$ cat src/rtl/vga_dec_pkg.sv
// ---------------------------------------------------------------------------
// vga_dec_pkg
// Shared types and constants for the VGA sync decoder.
//   dec_state_e : decoder lock state (HUNT -> ALIGN -> LOCKED)
//   err_code_e  : error code reported on ERR_CODE, higher value wins
//   H_TOTAL_W   : width of the measured line period output
//   V_TOTAL_W   : width of the measured frame period output
// ---------------------------------------------------------------------------
package vga_dec_pkg;

    typedef enum logic [1:0] {
        ST_HUNT   = 2'd0,
        ST_ALIGN  = 2'd1,
        ST_LOCKED = 2'd2
    } dec_state_e;

    typedef enum logic [1:0] {
        ERR_NONE        = 2'd0,
        ERR_LINE_LEN    = 2'd1,
        ERR_FRAME_LEN   = 2'd2,
        ERR_SYNC_ACTIVE = 2'd3
    } err_code_e;

    localparam int H_TOTAL_W = 12;
    localparam int V_TOTAL_W = 11;

endpackage

$ cat src/rtl/vga_edge_det.sv
// ---------------------------------------------------------------------------
// vga_edge_det
// Registers one sync/blank input and flags a falling edge between the
// previous and the current sample. Both outputs describe the same sample.
// Ports:
//   clk_i   : pixel clock
//   rst_ni  : synchronous active-low reset
//   sig_i   : raw input
//   level_o : registered sample of sig_i
//   fall_o  : one-cycle pulse, sample went 1 -> 0
// ---------------------------------------------------------------------------
module vga_edge_det #(
    parameter logic RESET_VAL = 1'b1
) (
    input  logic clk_i,
    input  logic rst_ni,
    input  logic sig_i,
    output logic level_o,
    output logic fall_o
);

    logic level_q;
    logic fall_q;

    // NOTE: reset is sampled on the clock edge (synchronous); every state
    // register is listed in the reset branch so nothing powers up unknown.
    always_ff @(posedge clk_i) begin
        if (!rst_ni) begin
            // History clears to the idle (high) level so a held-low input
            // after reset is seen as a fresh falling edge.
            level_q <= RESET_VAL;
            fall_q  <= 1'b0;
        end else begin
            // NOTE: non-blocking assignments so fall_q sees the old level_q.
            level_q <= sig_i;
            fall_q  <= level_q & ~sig_i;
        end
    end

    assign level_o = level_q;
    assign fall_o  = fall_q;

endmodule

$ cat src/rtl/vga_sync_decoder.sv
// ---------------------------------------------------------------------------
// vga_sync_decoder
// Locks onto a VGA-style HS/VS/BLANK stream and reports pixel coordinates,
// frame starts and timing errors. Every output is registered: an input
// sampled at edge k is reflected on the outputs after edge k+1.
//
// Ports:
//   CLK         : pixel clock, rising edge
//   RST         : synchronous active-low reset
//   VGA_HS      : horizontal sync, active low
//   VGA_VS      : vertical sync, active low
//   VGA_BLANK   : high during active display pixels
//   PIX_VALID   : active pixel while not in HUNT
//   PIX_X/PIX_Y : pixel column / row
//   FRAME_START : one-cycle pulse on a VS falling edge while LOCKED
//   LOCKED      : decoder is in LOCKED
//   ERR         : one-cycle error pulse
//   ERR_CODE    : last error code (see err_code_e), held until next error
//   H_TOTAL     : measured line period in cycles
//   V_TOTAL     : measured frame period in lines
//
// Build option: define VGA_DEC_MEASURE_EN to enable H_TOTAL/V_TOTAL
// measurement; otherwise both outputs are tied to zero.
// ---------------------------------------------------------------------------
module vga_sync_decoder
    import vga_dec_pkg::*;
#(
    parameter int HDISP = 640,
    parameter int VDISP = 480
) (
    input  logic                       CLK,
    input  logic                       RST,
    input  logic                       VGA_HS,
    input  logic                       VGA_VS,
    input  logic                       VGA_BLANK,
    output logic                       PIX_VALID,
    output logic [$clog2(HDISP)-1:0]   PIX_X,
    output logic [$clog2(VDISP)-1:0]   PIX_Y,
    output logic                       FRAME_START,
    output logic                       LOCKED,
    output logic                       ERR,
    output logic [1:0]                 ERR_CODE,
    output logic [H_TOTAL_W-1:0]       H_TOTAL,
    output logic [V_TOTAL_W-1:0]       V_TOTAL
);

    localparam int XW  = $clog2(HDISP);
    localparam int YW  = $clog2(VDISP);
    // Counters reach HDISP / VDISP exactly so overruns can be detected.
    localparam int XCW = $clog2(HDISP + 1);
    localparam int LCW = $clog2(VDISP + 1);
    localparam logic [XCW-1:0] X_MAX = XCW'(HDISP);
    localparam logic [LCW-1:0] L_MAX = LCW'(VDISP);

    // ------------------------------------------------------------------
    // Input sampling and falling-edge detection
    // ------------------------------------------------------------------
    logic hs_lvl, hs_fall;
    logic vs_lvl, vs_fall;
    logic bl_lvl, bl_fall;

    vga_edge_det u_hs_det (
        .clk_i   (CLK),
        .rst_ni  (RST),
        .sig_i   (VGA_HS),
        .level_o (hs_lvl),
        .fall_o  (hs_fall)
    );

    vga_edge_det u_vs_det (
        .clk_i   (CLK),
        .rst_ni  (RST),
        .sig_i   (VGA_VS),
        .level_o (vs_lvl),
        .fall_o  (vs_fall)
    );

    vga_edge_det u_bl_det (
        .clk_i   (CLK),
        .rst_ni  (RST),
        .sig_i   (VGA_BLANK),
        .level_o (bl_lvl),
        .fall_o  (bl_fall)
    );

    // ------------------------------------------------------------------
    // State and counters
    // ------------------------------------------------------------------
    dec_state_e       state_q;
    logic             frame_err_q;
    logic [XCW-1:0]   x_q, x_d;
    logic [LCW-1:0]   line_q, line_d;

    logic             pix_valid_q;
    logic [XW-1:0]    pix_x_q;
    logic [YW-1:0]    pix_y_q;
    logic             frame_start_q;
    logic             locked_q;
    logic             err_q;
    err_code_e        err_code_q;

    logic             line_len_err;
    logic             frame_len_err;
    logic             sync_err;
    logic             any_err;
    logic             pixel_ok;
    err_code_e        err_code_d;

    always_comb begin
        // NOTE: every always_comb output gets a default first so no path
        // leaves it unassigned (which would infer a latch).
        x_d           = x_q;
        line_d        = line_q;
        err_code_d    = ERR_NONE;

        // x holds the number of BLANK-high cycles since the last BLANK fall
        // and saturates at HDISP, which is itself the overrun marker.
        if (bl_fall) begin
            x_d = '0;
        end else if (bl_lvl && (x_q != X_MAX)) begin
            x_d = x_q + XCW'(1);
        end

        if (vs_fall) begin
            line_d = '0;
        end else if (bl_fall && (line_q != L_MAX)) begin
            line_d = line_q + LCW'(1);
        end

        line_len_err  = (bl_fall && (x_q != X_MAX)) || (bl_lvl && (x_q == X_MAX));
        frame_len_err = (vs_fall && (line_q != L_MAX) && (state_q != ST_HUNT))
                      || (bl_fall && (line_q == L_MAX));
        sync_err      = bl_lvl && (!hs_lvl || !vs_lvl);
        // HUNT ignores all errors; it only waits for a VS falling edge.
        any_err       = (state_q != ST_HUNT) && (line_len_err || frame_len_err || sync_err);

        if (sync_err) begin
            err_code_d = ERR_SYNC_ACTIVE;
        end else if (frame_len_err) begin
            err_code_d = ERR_FRAME_LEN;
        end else if (line_len_err) begin
            err_code_d = ERR_LINE_LEN;
        end

        // A pixel is only reported while it lies inside the expected
        // raster and does not overlap a sync pulse.
        pixel_ok = bl_lvl && (x_q != X_MAX) && (line_q != L_MAX) && !sync_err;
    end

    always_ff @(posedge CLK) begin
        if (!RST) begin
            state_q       <= ST_HUNT;
            frame_err_q   <= 1'b0;
            x_q           <= '0;
            line_q        <= '0;
            pix_valid_q   <= 1'b0;
            pix_x_q       <= '0;
            pix_y_q       <= '0;
            frame_start_q <= 1'b0;
            locked_q      <= 1'b0;
            err_q         <= 1'b0;
            err_code_q    <= ERR_NONE;
        end else begin
            x_q           <= x_d;
            line_q        <= line_d;
            pix_valid_q   <= (state_q != ST_HUNT) && pixel_ok;
            if (pixel_ok) begin
                pix_x_q <= x_q[XW-1:0];
                pix_y_q <= line_q[YW-1:0];
            end
            err_q         <= any_err;
            if (any_err) begin
                err_code_q <= err_code_d;
            end
            frame_start_q <= 1'b0;

            unique case (state_q)
                ST_HUNT: begin
                    if (vs_fall) begin
                        state_q     <= ST_ALIGN;
                        frame_err_q <= 1'b0;
                    end
                end
                ST_ALIGN: begin
                    // An error on the closing VS edge counts against the
                    // frame it closes, so the frame is retried.
                    if (vs_fall) begin
                        frame_err_q <= 1'b0;
                        if (!(frame_err_q || any_err)) begin
                            state_q  <= ST_LOCKED;
                            locked_q <= 1'b1;
                        end
                    end else if (any_err) begin
                        frame_err_q <= 1'b1;
                    end
                end
                ST_LOCKED: begin
                    if (any_err) begin
                        state_q  <= ST_HUNT;
                        locked_q <= 1'b0;
                    end else if (vs_fall) begin
                        frame_start_q <= 1'b1;
                    end
                end
                default: begin
                    state_q  <= ST_HUNT;
                    locked_q <= 1'b0;
                end
            endcase
        end
    end

    assign PIX_VALID   = pix_valid_q;
    assign PIX_X       = pix_x_q;
    assign PIX_Y       = pix_y_q;
    assign FRAME_START = frame_start_q;
    assign LOCKED      = locked_q;
    assign ERR         = err_q;
    assign ERR_CODE    = err_code_q;

    // ------------------------------------------------------------------
    // Optional line/frame period measurement
    // ------------------------------------------------------------------
`ifdef VGA_DEC_MEASURE_EN
    logic [H_TOTAL_W-1:0] hcnt_q, hcnt_d, h_total_q;
    logic [V_TOTAL_W-1:0] vcnt_q, vcnt_d, v_total_q;

    always_comb begin
        // hcnt counts cycles including the current one since the last HS
        // fall; vcnt counts HS falls since the last VS fall (an HS fall on
        // the VS edge belongs to the new frame).
        hcnt_d = hcnt_q;
        vcnt_d = vcnt_q;
        if (hs_fall) begin
            hcnt_d = H_TOTAL_W'(1);
        end else if (hcnt_q != '1) begin
            hcnt_d = hcnt_q + H_TOTAL_W'(1);
        end
        if (vs_fall) begin
            vcnt_d = V_TOTAL_W'(hs_fall);
        end else if (hs_fall && (vcnt_q != '1)) begin
            vcnt_d = vcnt_q + V_TOTAL_W'(1);
        end
    end

    always_ff @(posedge CLK) begin
        if (!RST) begin
            hcnt_q    <= '0;
            vcnt_q    <= '0;
            h_total_q <= '0;
            v_total_q <= '0;
        end else begin
            hcnt_q <= hcnt_d;
            vcnt_q <= vcnt_d;
            if (hs_fall) begin
                h_total_q <= hcnt_q;
            end
            if (vs_fall) begin
                v_total_q <= vcnt_q;
            end
        end
    end

    assign H_TOTAL = h_total_q;
    assign V_TOTAL = v_total_q;
`else
    logic unused_hs_fall;
    assign unused_hs_fall = hs_fall;
    assign H_TOTAL        = '0;
    assign V_TOTAL        = '0;
`endif

endmodule
$ cat config.mk
export PLATFORM = sky130hd
export DESIGN_NAME = vga_sync_decoder
export DESIGN_NICKNAME = d
export VERILOG_FILES = /design/src/rtl/vga_dec_pkg.sv /design/src/rtl/vga_edge_det.sv /design/src/rtl/vga_sync_decoder.sv
export SDC_FILE = /design/constraint.sdc
export NUM_CORES = 1
export LEC_CHECK = 0
export CAP_MARGIN = 30
export CELL_PAD_IN_SITES_DETAIL_PLACEMENT = 1
export CELL_PAD_IN_SITES_GLOBAL_PLACEMENT = 1
export CORE_MARGIN = 2
export CORE_UTILIZATION = 35
export CTS_BUF_LIST = sky130_fd_sc_hd__clkbuf_8
export CTS_CLUSTER_DIAMETER = 80
export DETAILED_ROUTE_END_ITERATION = 8
export PLACE_DENSITY_LB_ADDON = 0.1
export SLEW_MARGIN = 5
export SYNTH_ARGS = -nofsm -noshare
export SYNTH_HDL_FRONTEND = slang
export SYNTH_SLANG_ARGS = --single-unit
$ cat constraint.sdc
create_clock -name CLK -period 2 [get_ports CLK]
set_input_delay 0.2 -clock CLK [delete_from_list [all_inputs] [get_ports CLK]]
set_output_delay 0.2 -clock CLK [all_outputs]
set_load 0.03 [all_outputs]
* Yosys cells after proc, flatten, opt, wreduce, memory -nomap -nowiden
Cells that the tools add are included.
Word-level totals: register bits 52, bits of input ports 5, output and inout port bits 48, logic and storage cells 83
Cells by class: add/sub/neg operators 2, equality and inequality tests 11, muxes and demuxes 17, bitwise gates (word level) 7, reductions and logical operators 30
Operator list (count):
- logical AND 1 bit | 12
- 2-to-1 mux 2 bit | 6
- adder 10 x 1 -> 10 bit (second input constant) | 1
- == test 10 bit (second input constant) | 1
- inequality test 10 bit (second input constant) | 1
- adder 9 x 1 -> 9 bit (second input constant) | 1
- == test 9 bit (second input constant) | 1
- inequality test 9 bit (second input constant) | 1
- 2-to-1 mux 1 bit | 8
- AND reduction 4 bit | 2
- logical OR 1 bit | 6
- one-hot mux 2 bit (3 select lines) | 1
- NOT 1 bit | 5
- inequality test 2 x 1 -> 1 bit (second input constant) | 2
- inequality test 2 bit (second input constant) | 2
- nonzero test 2 bit | 2
- OR reduction 2 bit | 2
- zero test 1 bit | 3
- inequality test 3 x 2 -> 1 bit (second input constant) | 1
- one-hot mux 1 bit (3 select lines) | 1
- AND reduction 3 bit | 1
- OR reduction 3 bit | 1
- bitwise AND 1 bit | 2
- == test 2 x 1 -> 1 bit (second input constant) | 1
- other kinds (3) | 3

* Logic depth before layout (Yosys ltp)
depth in word-level cells 11, depth in mapped cells 8, mapped depth without buffers 7

* Modules after synthesis
Synthesis repeated with hierarchy kept, for this count alone.
Second synthesis, totals: cell total of the unflattened synthesis 247, area total of the unflattened synthesis 2418.6 sq um
Modules (own cells, without submodules):
- vga_sync_decoder | instances 1, cells an instance 235, area each 2253.4 sq um, seq. area each 940.9 sq um
- vga_edge_det | instances 3, cells an instance 4, area each 55.1 sq um, seq. area each 40.0 sq um

* Worst setup path before layout
No wires, ideal clock.
path type register to register, from register line_q[0], to register err_code_q[0] (netlist: ERR_CODE[0]), arrival 1571 ps, slack 307 ps, stages on the path, launching flop included 8, cell sequence dfxtp_1 -> inv_1 -> ha_1 -> and4b_1 -> a211o_1 -> nand3_4 -> nor3_1 -> o31a_2
On the way: cells in the longest elaborated chain, start to end 7
RTL lines:
- start: declaration | RTL line vga_sync_decoder.sv:92 | logic [LCW-1:0] line_q, line_d;
- start signal: assignment | RTL line vga_sync_decoder.sv:165 | line_q <= line_d;
- inequality test 9 bit | RTL line vga_sync_decoder.sv:131 | frame_len_err = (vs_fall && (line_q != L_MAX) && (state_q != ST_HUNT))
- logical AND 1 bit (2 in a row) | RTL line vga_sync_decoder.sv:131
- logical OR 1 bit (*) | RTL line vga_sync_decoder.sv:132 | || (bl_fall && (line_q == L_MAX));
- logical OR 1 bit (2 in a row) | RTL line vga_sync_decoder.sv:135 | any_err = (state_q != ST_HUNT) && (line_len_err || frame_len_err || sync_err);
- logical AND 1 bit | RTL line vga_sync_decoder.sv:135
- end signal: assignment | RTL line vga_sync_decoder.sv:173 | err_code_q <= err_code_d;
- end: declaration | RTL line vga_sync_decoder.sv:100 | err_code_e err_code_q;
Every way passes the cells marked *; elsewhere a longest branch is shown, timed or not. A chain may end at the register's enable or synchronous reset.

* Worst setup path after layout
Same ends and word-level chain as after synthesis.

==> impl_metrics.env <==
export IMPL_p_comb_share_pct=12.7
export IMPL_synthesis_area_mm2=0.00236
export IMPL_vias=1689
export IMPL_fp_dieH_um=86.1
export IMPL_grt_overflow=0
export IMPL_area_growth_pct=16.9
export IMPL_p_clk_share_pct=31.0
export IMPL_yosys_warnings=0
export IMPL_synth_seq_cells=52
export IMPL_cts_tree="built"
export IMPL_cts_htree_levels=2
export IMPL_grt_pass1_wl_mm=7.92
export IMPL_finalSetupViolCount=0
export IMPL_tightest_slew_ns=0.534
export IMPL_arrival_ns=2.01
export IMPL_fin_skew_ns=0.00646
export IMPL_finalCriticalPeriod_ns=1.82
export IMPL_synth_most_common_cell="dfxtp_1"
export IMPL_drive_gt1_share_pct=8.33
export IMPL_slew_viol_final=0
export IMPL_synth_distinct_cells=42
export IMPL_portBuffers=29
export IMPL_synth_compound_area_share_pct=7.10
export IMPL_cts_buffers_inserted=5
export IMPL_fmax_ghz=0.549
export IMPL_die_x_um=86.1
export IMPL_synth_mux_area_share_pct=9.12
export IMPL_grt_setup_unrepaired="no"
export IMPL_placed_area_mm2=0.00267
export IMPL_yosys_top_cells_area="dfxtp_1 44%, mux2i_1 8.5%, buf_4 8.0%"
export IMPL_slew_limit_headroom_pct=64.1
export IMPL_cp_end_kind="register"
export IMPL_synth_avg_cell_area_um2=9.33
export IMPL_io_pin_count=53
export IMPL_synth_area_leader_cell="dfxtp_1"
export IMPL_power_density_mw_per_mm2=693
export IMPL_final_hold_violation_count=0
export IMPL_synthAdderAreaFrac_pct=2.12
export IMPL_final_nets=296
export IMPL_worst_path_buf_inv=1
export IMPL_syn_inst=253
export IMPL_gp_congestion=0.742
export IMPL_synthXorXnorAreaFrac_pct=5.57
export IMPL_outcome="finished clean"
export IMPL_worstSetupPathType="reg2reg"
export IMPL_routed_wl_mm=4.66
export IMPL_ctsResizeCount=0
export IMPL_cp_slowest_stage_delay_ns=0.39
export IMPL_cp_cell_sequence="inv_1, ha_1, and4b_1, a211o_1, nand3_4, nor3_1, o31a_2"
export IMPL_clkTransAtPathRegs_ns=0.09
export IMPL_cts_setup_buffers=0
export IMPL_switching_share_pct=26.3
export IMPL_finalSetupTns_ns=0
export IMPL_place_inst=357
export IMPL_p_int_w=0.00141
export IMPL_final_cells=365
export IMPL_start_util_pct=36.7
export IMPL_cts_root_buf="clkbuf_8"
export IMPL_leakagePower_nw=1.14
export IMPL_core_mm2=0.00642
export IMPL_slowest_stage="dfxtp_1"
export IMPL_diodes=0
export IMPL_ys_seq_area_share_pct=44.1
export IMPL_post_drt_wl_per_cell_um=12.8
export IMPL_synth_edf_count=0
export IMPL_hold_class="reg2reg"
export IMPL_remaining_drc_errors=0
export IMPL_first_pass_iters=4
export IMPL_cts_sinks=52
export IMPL_cts_buffer_depth=2
export IMPL_via_per_inst=4.63
export IMPL_dp_hpwl_mm=3.55
export IMPL_cp_max_fo=6
export IMPL_ys_flop_type="dfxtp_1"
export IMPL_drv_cap=0
export IMPL_grt_max_degree=15
export IMPL_final_area_mm2=0.00276
export IMPL_grt_pass1_vias=1632
export IMPL_insertion_delay_ns=0.30
export IMPL_cp_required_ns=2.19
export IMPL_ys_async_sr_fraction_pct=0
export IMPL_critPathLaunchType="register"
export IMPL_p_sw_w=0.000504
export IMPL_synth_simple_gate_area_share_pct=21.2
export IMPL_track_usage_pct=13.5
export IMPL_yosys_top_cells_count="52 x dfxtp_1, 45 x nor2_1, 25 x buf_4, 20 x mux2i_1"
export IMPL_synth_top_cell_area_share_pct=44.1
export IMPL_seq_power_share_pct=56.3
export IMPL_ant_nets=0
export IMPL_antenna_found_initial=0
export IMPL_dieArea_mm2=0.00741
export IMPL_synth_top_family_by_area="simple AND/OR/NAND/NOR gates"
export IMPL_timing_final_crit_share_pct=91.1
export IMPL_crit_family="compound AO/OA/AOI/OAI gates"
export IMPL_fp_row_count=29
export IMPL_drtIter0Drc=55
export IMPL_cts_hold_buffers=0
export IMPL_peakVddDrop_mv=0.244
[state kept, by name, indices dropped and copies added, names as in the netlist]
register and flops:
ERR 1, ERR_CODE 2, FRAME_START 1, LOCKED 1, PIX_VALID 1, PIX_X 10, PIX_Y 9, frame_err_q 1
line_q 9, state_q 2, u_bl_det.fall_o 1, u_bl_det.level_o 1, u_hs_det.level_o 1, u_vs_det.fall_o 1, u_vs_det.level_o 1, x_q 10
[kinds of logic (layout without fill, tap and decap cells)]
logic type	Yosys count	count (layout)
other cells	1	23
compound gates	21	21
mux	21	21
buf+inv	42	55
xor+xnor	15	15
fa+ha+maj	4	4
flops	52	52
simple gates	97	97
[routing by layer]
layer	GRT usage (%)	up-vias	part of all wire, %
met3	3.27	4	4.6
met2	20.3	52	41
met1	19.1	776	53
li1	-	857	-
met4	4.33	0	1.4
met5	0	-	0
[final timing paths]
kind	startpoint	end	slack (ns)	cells past startpoint
worst max-delay path	line_q[0]	ERR_CODE[0]	0.18	7
worst min register to register	frame_err_q	frame_err_q	0.45	2
worst min-delay path	frame_err_q	frame_err_q	0.45	2
worst max register to register	line_q[0]	ERR_CODE[0]	0.18	7
[tightest hold or removal path: cells and delay by family, from the launching register on]
| family | cells | cell delay, ns |
|---|---|---|
| DFF | 1 | 0.32 |
| buffers and inverters | 1 | 0.05 |
| AOI/OAI and AO/OA | 1 | 0.05 |
[cell type report]
type | instances | area, um^2
clock inverters | 2 | 7.51
well taps | 77 | 96.3
multi-input cells | 181 | 1150
clock buffers | 6 | 82.6
fillers | 743 | 3660
inverters | 12 | 45.0
flip-flops and latches | 52 | 1040
repair buffers | 35 | 335
[cell usage in the layout, fill, tap and decap left out, drive strengths merged, types with 3 or more instances in the layout]
cell,synthesis,final
xnor2,6,6
nand2b,6,6
a21oi,6,6
nand3,8,8
o21ai,7,7
and3,3,3
clkbuf,5,6
buf,25,6
inv,12,14
ha,4,4
dfxtp,52,52
nand2,12,12
nor3,3,3
conb,1,23
mux2i,20,20
clkdlybuf4s50,0,29
nor2,45,45
nand4,6,6
xor2,9,9
[power by group through the flow]
stage | Clock (W) | Combinational (W) | Sequential, W
2_1_floorplan | 0 | 0.000205 | 0.00111
3_3_place_gp | 0 | 0.000242 | 0.00110
3_5_place_dp | 0 | 0.000245 | 0.00110
4_1_cts | 0.000627 | 0.000245 | 0.00108
5_1_grt | 0.000675 | 0.000264 | 0.00108
6_report | 0.000592 | 0.000243 | 0.00108
[through the flow]
| stage | hold slack [ns] | utilization, % | power (W) | worst slack (ns) |
|---|---|---|---|---|
| 2_1_floorplan | 0.301 | - | 0.00132 | 0.307 |
| 3_3_place_gp | 0.436 | 41.5 | 0.00134 | 0.182 |
| 3_5_place_dp | 0.446 | 41.5 | 0.00135 | 0.164 |
| 4_1_cts | 0.460 | 42.9 | 0.00195 | 0.150 |
| 5_1_grt | 0.473 | 42.9 | 0.00202 | 0.0342 |
| 6_report | 0.450 | 42.9 | 0.00191 | 0.178 |
No activity file was read; power rests on OpenSTA's default activity.
